--- src/rtl/encoder_16_to_4.sv ---
// 16-to-4 priority encoder (bit 15 highest) with a registered copy.
// Optional one-hot checker enabled by defining ENC16_ONEHOT_CHECK_EN.
module encoder_16_to_4 (
    input  logic        clk,
    input  logic        rst_n,
    input  logic [15:0] bits,
    output logic [3:0]  number,
    output logic        valid,
    output logic [3:0]  number_q,
    output logic        valid_q,
    output logic        multi_err,
    output logic        err_sticky
);

    // Ascending scan: the last set bit seen is the highest index.
    always_comb begin
        number = 4'd0;
        for (int i = 0; i < 16; i++) begin
            if (bits[i]) begin
                number = 4'(i);
            end
        end
    end

    assign valid = |bits;

    always_ff @(posedge clk or negedge rst_n) begin
        if (!rst_n) begin
            number_q <= 4'd0;
            valid_q  <= 1'b0;
        end else begin
            number_q <= number;
            valid_q  <= valid;
        end
    end

`ifdef ENC16_ONEHOT_CHECK_EN
    // Clearing the lowest set bit leaves something only if two or more were set.
    assign multi_err = |(bits & (bits - 16'd1));

    always_ff @(posedge clk or negedge rst_n) begin
        if (!rst_n) begin
            err_sticky <= 1'b0;
        end else if (multi_err) begin
            err_sticky <= 1'b1;
        end
    end
`else
    assign multi_err  = 1'b0;
    assign err_sticky = 1'b0;
`endif

endmodule

--- config.mk ---
export PLATFORM = sky130hd
export DESIGN_NAME = encoder_16_to_4
export DESIGN_NICKNAME = d
export VERILOG_FILES = /design/src/rtl/encoder_16_to_4.sv
export SDC_FILE = /design/constraint.sdc
export NUM_CORES = 1
export LEC_CHECK = 0
export BUFFER_PORTS_ARGS = -buffer_cell sky130_fd_sc_hd__buf_2
export CORE_AREA = 2 2 39 41
export CTS_CLUSTER_SIZE = 20
export DETAILED_ROUTE_END_ITERATION = 10
export DIE_AREA = 0 0 41 43
export PLACE_DENSITY = 0.58
export SLEW_MARGIN = 20
export SYNTH_ARGS = -nofsm -noshare
export SYNTH_HDL_FRONTEND = slang
export SYNTH_SLANG_ARGS = --single-unit
--- constraint.sdc ---
create_clock -name clk -period 1.3 [get_ports clk]
set_clock_uncertainty 0.1 [all_clocks]
set_input_delay 0.065 -clock clk [delete_from_list [all_inputs] [get_ports clk]]
set_output_delay 0.065 -clock clk [all_outputs]
set_load 0.02 [all_outputs]
==> results of run 1 <==
-- state kept, by name, indices dropped and copies added, names as in the netlist --
signal and cells:
number_q 4, valid_q 1
-- critical path: cells and delay by family --
family | cells | cell delay, ns
compound gates | 2 | 0.36
buf+inv | 2 | 0.30
simple gates | 1 | 0.37
-- worst paths after layout --
| path | cells past startpoint | slack [ns] | end |
|---|---|---|---|
| worst max-delay path | 5 | 0.04 | number[0] |
| worst min-delay path | 3 | 0.02 | number_q[2] |
| max in group asynchronous | 2 | 0.90 | number_q[3] |
| min in group asynchronous | 2 | 0.07 | valid_q |
-- final cells by class --
| type | instances | share of cell area [%] |
|---|---|---|
| multi-input combinational | 29 | 35.4 |
| timing repair buffer | 31 | 31.9 |
| sequential | 5 | 23.4 |
| clock buffer | 4 | 4.92 |
| tap | 16 | 3.75 |
| inverter | 1 | 0.703 |
-- metrics by stage --
stage	total power [mW]	util, %	std cells	cell area [µm²]
2_1_floorplan	0.216	-	37	318
3_3_place_gp	0.266	34.2	80	473
3_5_place_dp	0.267	34.2	80	473
4_1_cts	0.455	37.5	86	519
5_1_grt	0.485	38.6	86	534
6_report	0.447	38.6	86	534
-- Yosys cell counts --
master    number  area share [%]
or2_1          1             2.0
nor4_2         1             4.0
nor4_1         1             2.0
buf_4          2             4.8
a311oi_1       1             2.8
a21o_1         1             2.4
nor2_1         9              11
a31oi_1        1             2.0
and2b_2        1             2.8
a221o_1        1             3.2
nand2b_1       2             4.0
nor3_1         1             1.6
or3b_1         1             2.8
o31ai_1        2             4.8
dfrtp_1        5              40
conb_1         1             1.2
inv_1          1             1.2
or4b_1         1             3.2
nand3_1        3             4.8
-- cells by family (layout without fill, tap and decap cells) --
family / after synthesis / in the layout / share of synthesized area (%)
compound gates: 6 / 6 / 15.1
buf+inv: 3 / 36 / 5.97
flops: 5 / 5 / 39.8
other cells: 1 / 2 / 1.19
simple gates: 21 / 21 / 37.8
-- routing by layer --
metal / wire length (µm) / share of wire [%] / global-route usage [%] / vias up
li1: - / - / - / 194
met1: 323 / 38 / 12.7 / 169
met2: 429 / 50 / 17.8 / 20
met3: 99 / 12 / 1.57 / 0
met4: 0 / 0 / 6.00 / 0
met5: 0 / 0 / 0 / -
-- report_power, final --
group | internal, mW | switching, mW | leakage, nW
Clock | 0.116 | 0.0576 | 0.0150
Sequential | 0.161 | 0.00107 | 0.0473
Combinational | 0.0482 | 0.0633 | 0.173
-- what timing repair did --
| item | 4_1_cts | 5_1_grt |
|---|---|---|
| setup endpoints to repair | 0 | 1 |
| hold buffers | 2 | 0 |
| gates resized for setup | 0 | 2 |
| endpoints found under the hold margin | 6 | 0 |
==> out/qor.yml, run 1 <==
place:
  io_buffers: 27
  routabilityCongestion: 0.735
  place_ws_ns: 0.0337
drt:
  drt-pass1-iter-count: 4
  num_vias: 383
  route.detailed.drc: 0
  routed_wl_um: 852
  antenna_left: 0
  wl_per_cell_um: 9.91
  drt_iter0_markers: 6
  via_per_inst: 4.45
critical_path:
  crit_path_max_incr_delay_ns: 0.37
  path_common_cell: "buf_2"
  worstSetupStartpointType: "input port"
  worstPathMaxFanout: 4
  cp-startpoint: "bits[9]"
  crit_slowest_cell: "or3b_1"
  crit_path_end_kind: "output pin"
  cp_cell_sequence: "buf_2 > or3b_1 > a311oi_1 > a31oi_1 > buf_2"
  crit_arrival_ns: 1.10
  required_ns: 1.13
  critPathKind: "input port to output pin"
synth:
  ys_types: 19
  syn_avg_cell_area_um2: 8.72
  syn_area_um2: 314
  syn_inst: 36
  synth-seq-cells: 5
  yosysWarnings: 0
  ys_seq_area_share_pct: 39.8
pwr:
  power.density_nw_per_um2: 837
  peakVddDrop_uv: 198
  p_leak_nw: 0.235
global_routing:
  antenna_found_initial: 0
  grt_max_degree: 6
  grt.total_usage_pct: 10.9
  grt_overflow: 0
  grt_pass1_wl_um: 1330
  first_global_vias: 363
sta:
  fin_crit_ns: 1.26
  fmax_ghz: 0.791
  rsz0062_at_grt: "no"
  slew_viol_final: 0
  hold_viol: 0
  fin_ws_ns: 0.0351
  setup_tns_ns: 0
  setup_viol: 0
  fin_crit_sh_pct: 97.3
  holdWs_ns: 0.0171
run_status:
  status: "complete, no violations"
clock_network:
  cts.sinks: 5
  ctsLongestPathBuffers: 2
  cts_max_level: 1
  cts_tree: "built"
  cts_setup_buffers: 0
  root_buffer: "clkbuf_4"
  cts_made_buffers: 3
  path_clk_slew_ns: 0.04
finish:
  nFillCells: 151
  fin_nets: 89
  layout_common_cells: "27 x buf_2, 9 x nor2_1, 5 x dfrtp_1"
  n_antenna_cell: 0
  final-seq-area_um2: 125
  syn2layout_area_growth_pct: 70.1
  multi_input_area_um2: 189
  final_common_cell: "buf_2"
  drive_above_1_share_pct: 50.0
floorplanning:
  start_util_pct: 22.7
  io_pins: 30
  core-area_um2: 1380
  row_count: 14
  dieArea_um2: 1760
  fp.dieH_um: 43
  die_x_um: 41
run:
  cap_violations: 0
hold_path:
  hp-start: "bits[12]"
  hold_path.class: "input port to flop"
No activity file was read; power rests on OpenSTA's default activity.
==> inputs of run 2 (changes only) <==
--- a/config.mk
+++ b/config.mk
@@ -5,11 +5,13 @@
 export SDC_FILE = /design/constraint.sdc
 export NUM_CORES = 1
 export LEC_CHECK = 0
+export ABC_AREA = 0
 export BUFFER_PORTS_ARGS = -buffer_cell sky130_fd_sc_hd__buf_2
-export CORE_AREA = 2 2 39 41
+export CORE_AREA = 5 5 42 44
 export CTS_CLUSTER_SIZE = 20
 export DETAILED_ROUTE_END_ITERATION = 10
-export DIE_AREA = 0 0 41 43
+export DIE_AREA = 0 0 47 49
+export GPL_TIMING_DRIVEN = 0
 export PLACE_DENSITY = 0.58
 export SLEW_MARGIN = 20
 export SYNTH_ARGS = -nofsm -noshare
==> run 2 against run 1 <==
Count of clock-buffer cells in the layout unchanged; global-route usage shrank 2.9 points; sequential cell count unchanged; wire length up 7.4%; setup slack better by 0.035 ns; sequential power barely moved; critical path depth is the same; non-clock buffer count increased by 2; cell area is 1.2% higher; critical endpoint unchanged; largest cell class is now non-clock buffers; largest power group unchanged.
==> out/qor.yml, run 2 (same netlist as run 1, synthesis figures left out) <==
run_status:
  status: "complete, no violations"
clock_network:
  cts_max_level: 1  # unchanged
  root_buffer: "clkbuf_4"
  cts_made_buffers: 3  # unchanged
  path_clk_slew_ns: 0.04  # about the same
  cts.sinks: 5  # unchanged
  cts_tree: "built"
  ctsLongestPathBuffers: 2  # unchanged
finish:
  final_common_cell: "buf_2"
  multi_input_area_um2: 183  # -3.3%
  syn2layout_area_growth_pct: 72.1
  n_antenna_cell: 0  # unchanged
  drive_above_1_share_pct: 54.2  # +4.2 points
  regMostFlops: "number_q"
  largest_reg_flops: 4  # unchanged
  final-seq-area_um2: 125  # unchanged
  fin_nets: 91  # +2.2%
  nFillCells: 152  # +0.66%
  top_regs: "number_q x4, valid_q x1"
  stdcell_count: 88  # +2.3%
  design_area_um2: 541  # +1.2%
  layout_common_cells: "27 x buf_2, 8 x nor2_1, 5 x buf_4, 5 x dfrtp_1"
place:
  io_buffers: 27  # unchanged
  routabilityCongestion: 0.670  # -8.9%
  post-dp-hpwl_um: 788
  placed_cell_area_um2: 473  # unchanged
  dp.cells: 80  # unchanged
drt:
  wl_per_cell_um: 10.4  # +5.0%
  num_vias: 385  # +0.52%
  antenna_left: 0  # unchanged
  via_per_inst: 4.38  # -1.8%
  route.detailed.drc: 0  # unchanged
  routed_wl_um: 915  # +7.4%
  drt_iter0_markers: 3  # -3
  drt-pass1-iter-count: 2  # -2
global_routing:
  grt.total_usage_pct: 8.04  # -2.9 points
  grt_max_degree: 6  # unchanged
  first_global_vias: 384  # +5.8%
  grt.met3_usage_pct: 2.95  # +1.4 points
  grt_pass1_wl_um: 1370  # +2.6%
  grt_util_met1_pct: 7.95  # -4.8 points
  globalRouteMet2Util_pct: 13.1  # -4.7 points
  busiest_layer: "met2"
  antenna_found_initial: 0  # unchanged
  grt_overflow: 0  # unchanged
critical_path:
  cp_cell_sequence: "buf_2 > or3b_1 > a311oi_2 > a31oi_1 > buf_2"
  crit_path_max_incr_delay_ns: 0.38  # about the same
  cp_top_family: "simple AND/OR/NAND/NOR gates"
  cp-startpoint: "bits[11]"
  path_common_cell: "buf_2"
  worstPathMaxFanout: 4  # unchanged
  worstSetupStartpointType: "input port"
  crit_path_end_kind: "output pin"
  crit_arrival_ns: 1.07  # -0.03 ns
  crit_cells: 5  # unchanged
  required_ns: 1.13  # about the same
  worst-path-buf-inv: 2  # unchanged
  crit_slowest_cell: "or3b_1"
  critPathKind: "input port to output pin"
  crit_end: "number[0]"
pwr:
  p_leak_nw: 0.245  # +4.0%
  power.density_nw_per_um2: 832  # -0.60%
  peakVddDrop_uv: 192  # -3.0%
sta:
  fin_crit_ns: 1.23  # -0.0348 ns
  holdWs_ns: 0.0264  # +0.00933 ns
  slew_viol_final: 0  # unchanged
  fmax_ghz: 0.813  # +2.8%
  setup_viol: 0  # unchanged
  fin_crit_sh_pct: 94.6  # -2.7 points
  hold_viol: 0  # unchanged
hold_path:
  hold_path.class: "input port to flop"
floorplanning:
  io_pins: 30  # unchanged
  core-area_um2: 1400  # +1.3%
  die_x_um: 47  # +15%
  row_count: 14  # unchanged
  fp.dieH_um: 49  # +14%
  start_util_pct: 22.4  # -0.28 points
  dieArea_um2: 2300  # +31%
run:
  cap_violations: 0  # unchanged
-- run 2: changes by cell type in the layout (fill, tap and decap cells not counted), sizes merged --
cell,previous run,this run
buf,29,32
dlygate4sd3,2,1
-- run 2: area by class of cell --
| type | count | share of cell area (%) |
|---|---|---|
| Sequential cell | 5 | 23.1 |
| Inverter | 1 | 0.694 |
| Multi-Input combinational cell | 29 | 33.8 |
| Timing Repair Buffer | 31 | 31.0 |
| Clock buffer | 4 | 4.86 |
| Tap cell | 16 | 3.70 |
| Buffer | 2 | 2.78 |
-- run 2: worst min path at each step --
stage	from	to	slack, ns	cells past startpoint
final	bits[13]	number_q[2]	0.03	3
after detailed placement	rst_n	number_q[3]	-0.22	1
after CTS	bits[13]	number_q[2]	0.005	3
after global placement	rst_n	number_q[3]	-0.22	1
after global routing	bits[13]	number_q[2]	0.03	3
after floorplan	rst_n	number_q[0]	-0.33	0
-- run 2: report_power, final --
part,switching (mW),internal [mW]
Combinational,0.0629,0.0517
Clock,0.0571,0.116
Sequential,0.000977,0.161
-- run 2: worst min-delay path, stage by stage --
cell	delay [ns]
buf_2	0.12
nor2_1	0.04
nand3_1	0.08
-- run 2: repair_timing --
| item | 4_1_cts | 5_1_grt |
|---|---|---|
| endpoints found under the setup margin | 0 | 3 |
| hold endpoints to repair | 5 | 0 |
| resized for setup | 0 | 2 |
| buffers inserted | 0 | 3 |
| hold buffers | 1 | 0 |
-- run 2: stage by stage --
| stage | util (%) | total power [mW] | setup TNS (ns) | setup WS, ns |
|---|---|---|---|---|
| 6_report | 38.6 | 0.450 | 0 | 0.0699 |
| 5_1_grt | 38.6 | 0.483 | -0.0157 | -0.0157 |
| 4_1_cts | 36.3 | 0.453 | 0 | 0.0403 |
| 3_5_place_dp | 33.8 | 0.270 | 0 | 0.0413 |
| 3_3_place_gp | 33.8 | 0.268 | 0 | 0.0524 |
| 2_1_floorplan | - | 0.216 | 0 | 0.0525 |
-- run 2: layer usage --
layer | routed length [µm] | vias up
met1 | 357 | 169
met4 | 0 | 0
met5 | 0 | -
met2 | 441 | 19
li1 | - | 197
met3 | 117 | 0
==> inputs of run 3 (changes only) <==
--- a/config.mk
+++ b/config.mk
@@ -8,6 +8,7 @@
 export ABC_AREA = 0
 export BUFFER_PORTS_ARGS = -buffer_cell sky130_fd_sc_hd__buf_2
 export CORE_AREA = 5 5 42 44
+export CTS_BUF_LIST = sky130_fd_sc_hd__clkbuf_16
 export CTS_CLUSTER_SIZE = 20
 export DETAILED_ROUTE_END_ITERATION = 10
 export DIE_AREA = 0 0 47 49
==> run 3 against run 2 <==
Via count rose by 1.8%; clock power rose to 2.9 times the previous value; sequential cell count did not move; cell area rose by 8.6%; total power rose by 73%; die area did not move; setup slack got worse by 0.016 ns; global-route usage rose by 0.57 points; core utilization rose by 3.3 points; combinational power rose by 3%; largest cell class is now multi-input gates.
==> out/qor.yml, run 3 (same netlist as run 1, synthesis figures left out) <==
finish:
  n_antenna_cell: 0  # unchanged
  final_common_cell: "buf_2"
  top_regs: "number_q x4, valid_q x1"
  layout_common_cells: "27 x buf_2, 8 x nor2_1, 5 x dfrtp_1"
  drive_above_1_share_pct: 52.9  # -1.3 points
  fin_nets: 89  # -2.2%
  syn2layout_area_growth_pct: 86.9
  regMostFlops: "number_q"
  nFillCells: 141  # -7.2%
  largest_reg_flops: 4  # unchanged
  final_util_pct: 41.9  # +3.3 points
floorplanning:
  row_count: 14  # unchanged
  start_util_pct: 22.4  # unchanged
  dieArea_um2: 2300  # unchanged
  die_x_um: 47  # unchanged
  core-area_um2: 1400  # unchanged
  fp.dieH_um: 49  # unchanged
  io_pins: 30  # unchanged
pwr:
  finalPower_mw: 0.777  # +73%
  peakVddDrop_uv: 367  # +92%
  power.density_nw_per_um2: 1320  # +59%
  p_leak_nw: 0.265  # +8.4%
critical_path:
  required_ns: 1.13  # about the same
  critPathKind: "input port to output pin"
  worstSetupStartpointType: "input port"
  crit_path_end_kind: "output pin"
  crit_arrival_ns: 1.08  # about the same
  worstPathMaxFanout: 4  # unchanged
sta:
  setup_viol: 0  # unchanged
  hold_viol: 0  # unchanged
  slew_viol_final: 0  # unchanged
  fmax_ghz: 0.802  # -1.3%
  fin_crit_sh_pct: 95.9  # +1.3 points
  fin_crit_ns: 1.25  # +0.0164 ns
clock_network:
  cts_tree: "built"
  cts_max_level: 1  # unchanged
  cts.sinks: 5  # unchanged
  root_buffer: "clkbuf_16"
  cts_made_buffers: 3  # unchanged
  ctsLongestPathBuffers: 2  # unchanged
  path_clk_slew_ns: 0.03  # about the same
global_routing:
  grt_max_degree: 6  # unchanged
  antenna_found_initial: 0  # unchanged
  first_global_vias: 390  # +1.6%
  grt_pass1_wl_um: 1440  # +5.1%
  grt.total_usage_pct: 8.61  # +0.57 points
  grt_overflow: 0  # unchanged
drt:
  num_vias: 392  # +1.8%
  routed_wl_um: 1020  # +11%
  antenna_left: 0  # unchanged
  drt_iter0_markers: 4  # +1
  wl_per_cell_um: 11.8  # +14%
  via_per_inst: 4.56  # +4.2%
  drt-pass1-iter-count: 3  # +1
  route.detailed.drc: 0  # unchanged
place:
  routabilityCongestion: 0.670  # unchanged
  io_buffers: 27  # unchanged
  post-dp-hpwl_um: 788  # unchanged
run:
  cap_violations: 0  # unchanged
run_status:
  status: "complete, no violations"
hold_path:
  hold_path.class: "input port to flop"
-- run 3: stage by stage --
step | instance area [µm²] | TNS, ns | std cells | hold slack [ns] | setup WS [ns]
6_report | 587 | 0 | 86 | 0.0466 | 0.0534
5_1_grt | 587 | -0.00931 | 86 | 0.0577 | -0.00496
4_1_cts | 562 | 0 | 85 | 0.0240 | 0.0403
3_5_place_dp | 473 | 0 | 80 | -0.219 | 0.0413
3_3_place_gp | 473 | 0 | 80 | -0.220 | 0.0524
2_1_floorplan | 318 | 0 | 37 | -0.331 | 0.0525
-- run 3: worst paths after layout --
kind | start | endpoint | slack (ns) | depth (start not counted)
max | bits[11] | number[0] | 0.05 | 5
min | bits[14] | number_q[2] | 0.05 | 3
max in group asynchronous | rst_n | number_q[0] | 0.90 | 2
min in group asynchronous | rst_n | number_q[3] | 0.08 | 2
-- run 3: critical path: stages --
cell,delay [ns]
buf_2,0.12
or3b_1,0.38
a311oi_2,0.25
a31oi_1,0.09
buf_2,0.18
-- run 3: layer usage --
| metal | part of all wire, % | GRT usage, % | vias up | wire (µm) |
|---|---|---|---|---|
| met3 | 13 | 4.06 | 2 | 137 |
| met4 | 1.8 | 5.53 | 0 | 18 |
| li1 | - | - | 195 | - |
| met5 | 0 | 0 | - | 0 |
| met2 | 49 | 13.6 | 22 | 499 |
| met1 | 35 | 8.63 | 173 | 360 |
-- run 3: layout make-up --
cell class / instances / area, µm² / area share (%)
Multi-Input combinational cell: 29 / 191 / 32.6
Timing Repair Buffer: 29 / 153 / 26.0
Sequential cell: 5 / 125 / 21.3
Clock buffer: 3 / 75.1 / 12.8
Tap cell: 16 / 20.0 / 3.41
Buffer: 2 / 15.0 / 2.56
Clock inverter: 1 / 3.75 / 0.640
Inverter: 1 / 3.75 / 0.640
-- run 3: what timing repair did --
item,4_1_cts,5_1_grt
setup buffers,0,1
endpoints found under the setup margin,0,3
hold buffers,1,0
hold endpoints to repair,5,0
resized for setup,0,3
-- run 3: where the power goes --
group          internal, mW  switching [mW]  leakage (nW)
Combinational        0.0522          0.0667         0.176
Clock                 0.398          0.0974        0.0423
Sequential            0.162        0.000974        0.0473
Total                 0.612           0.165         0.265
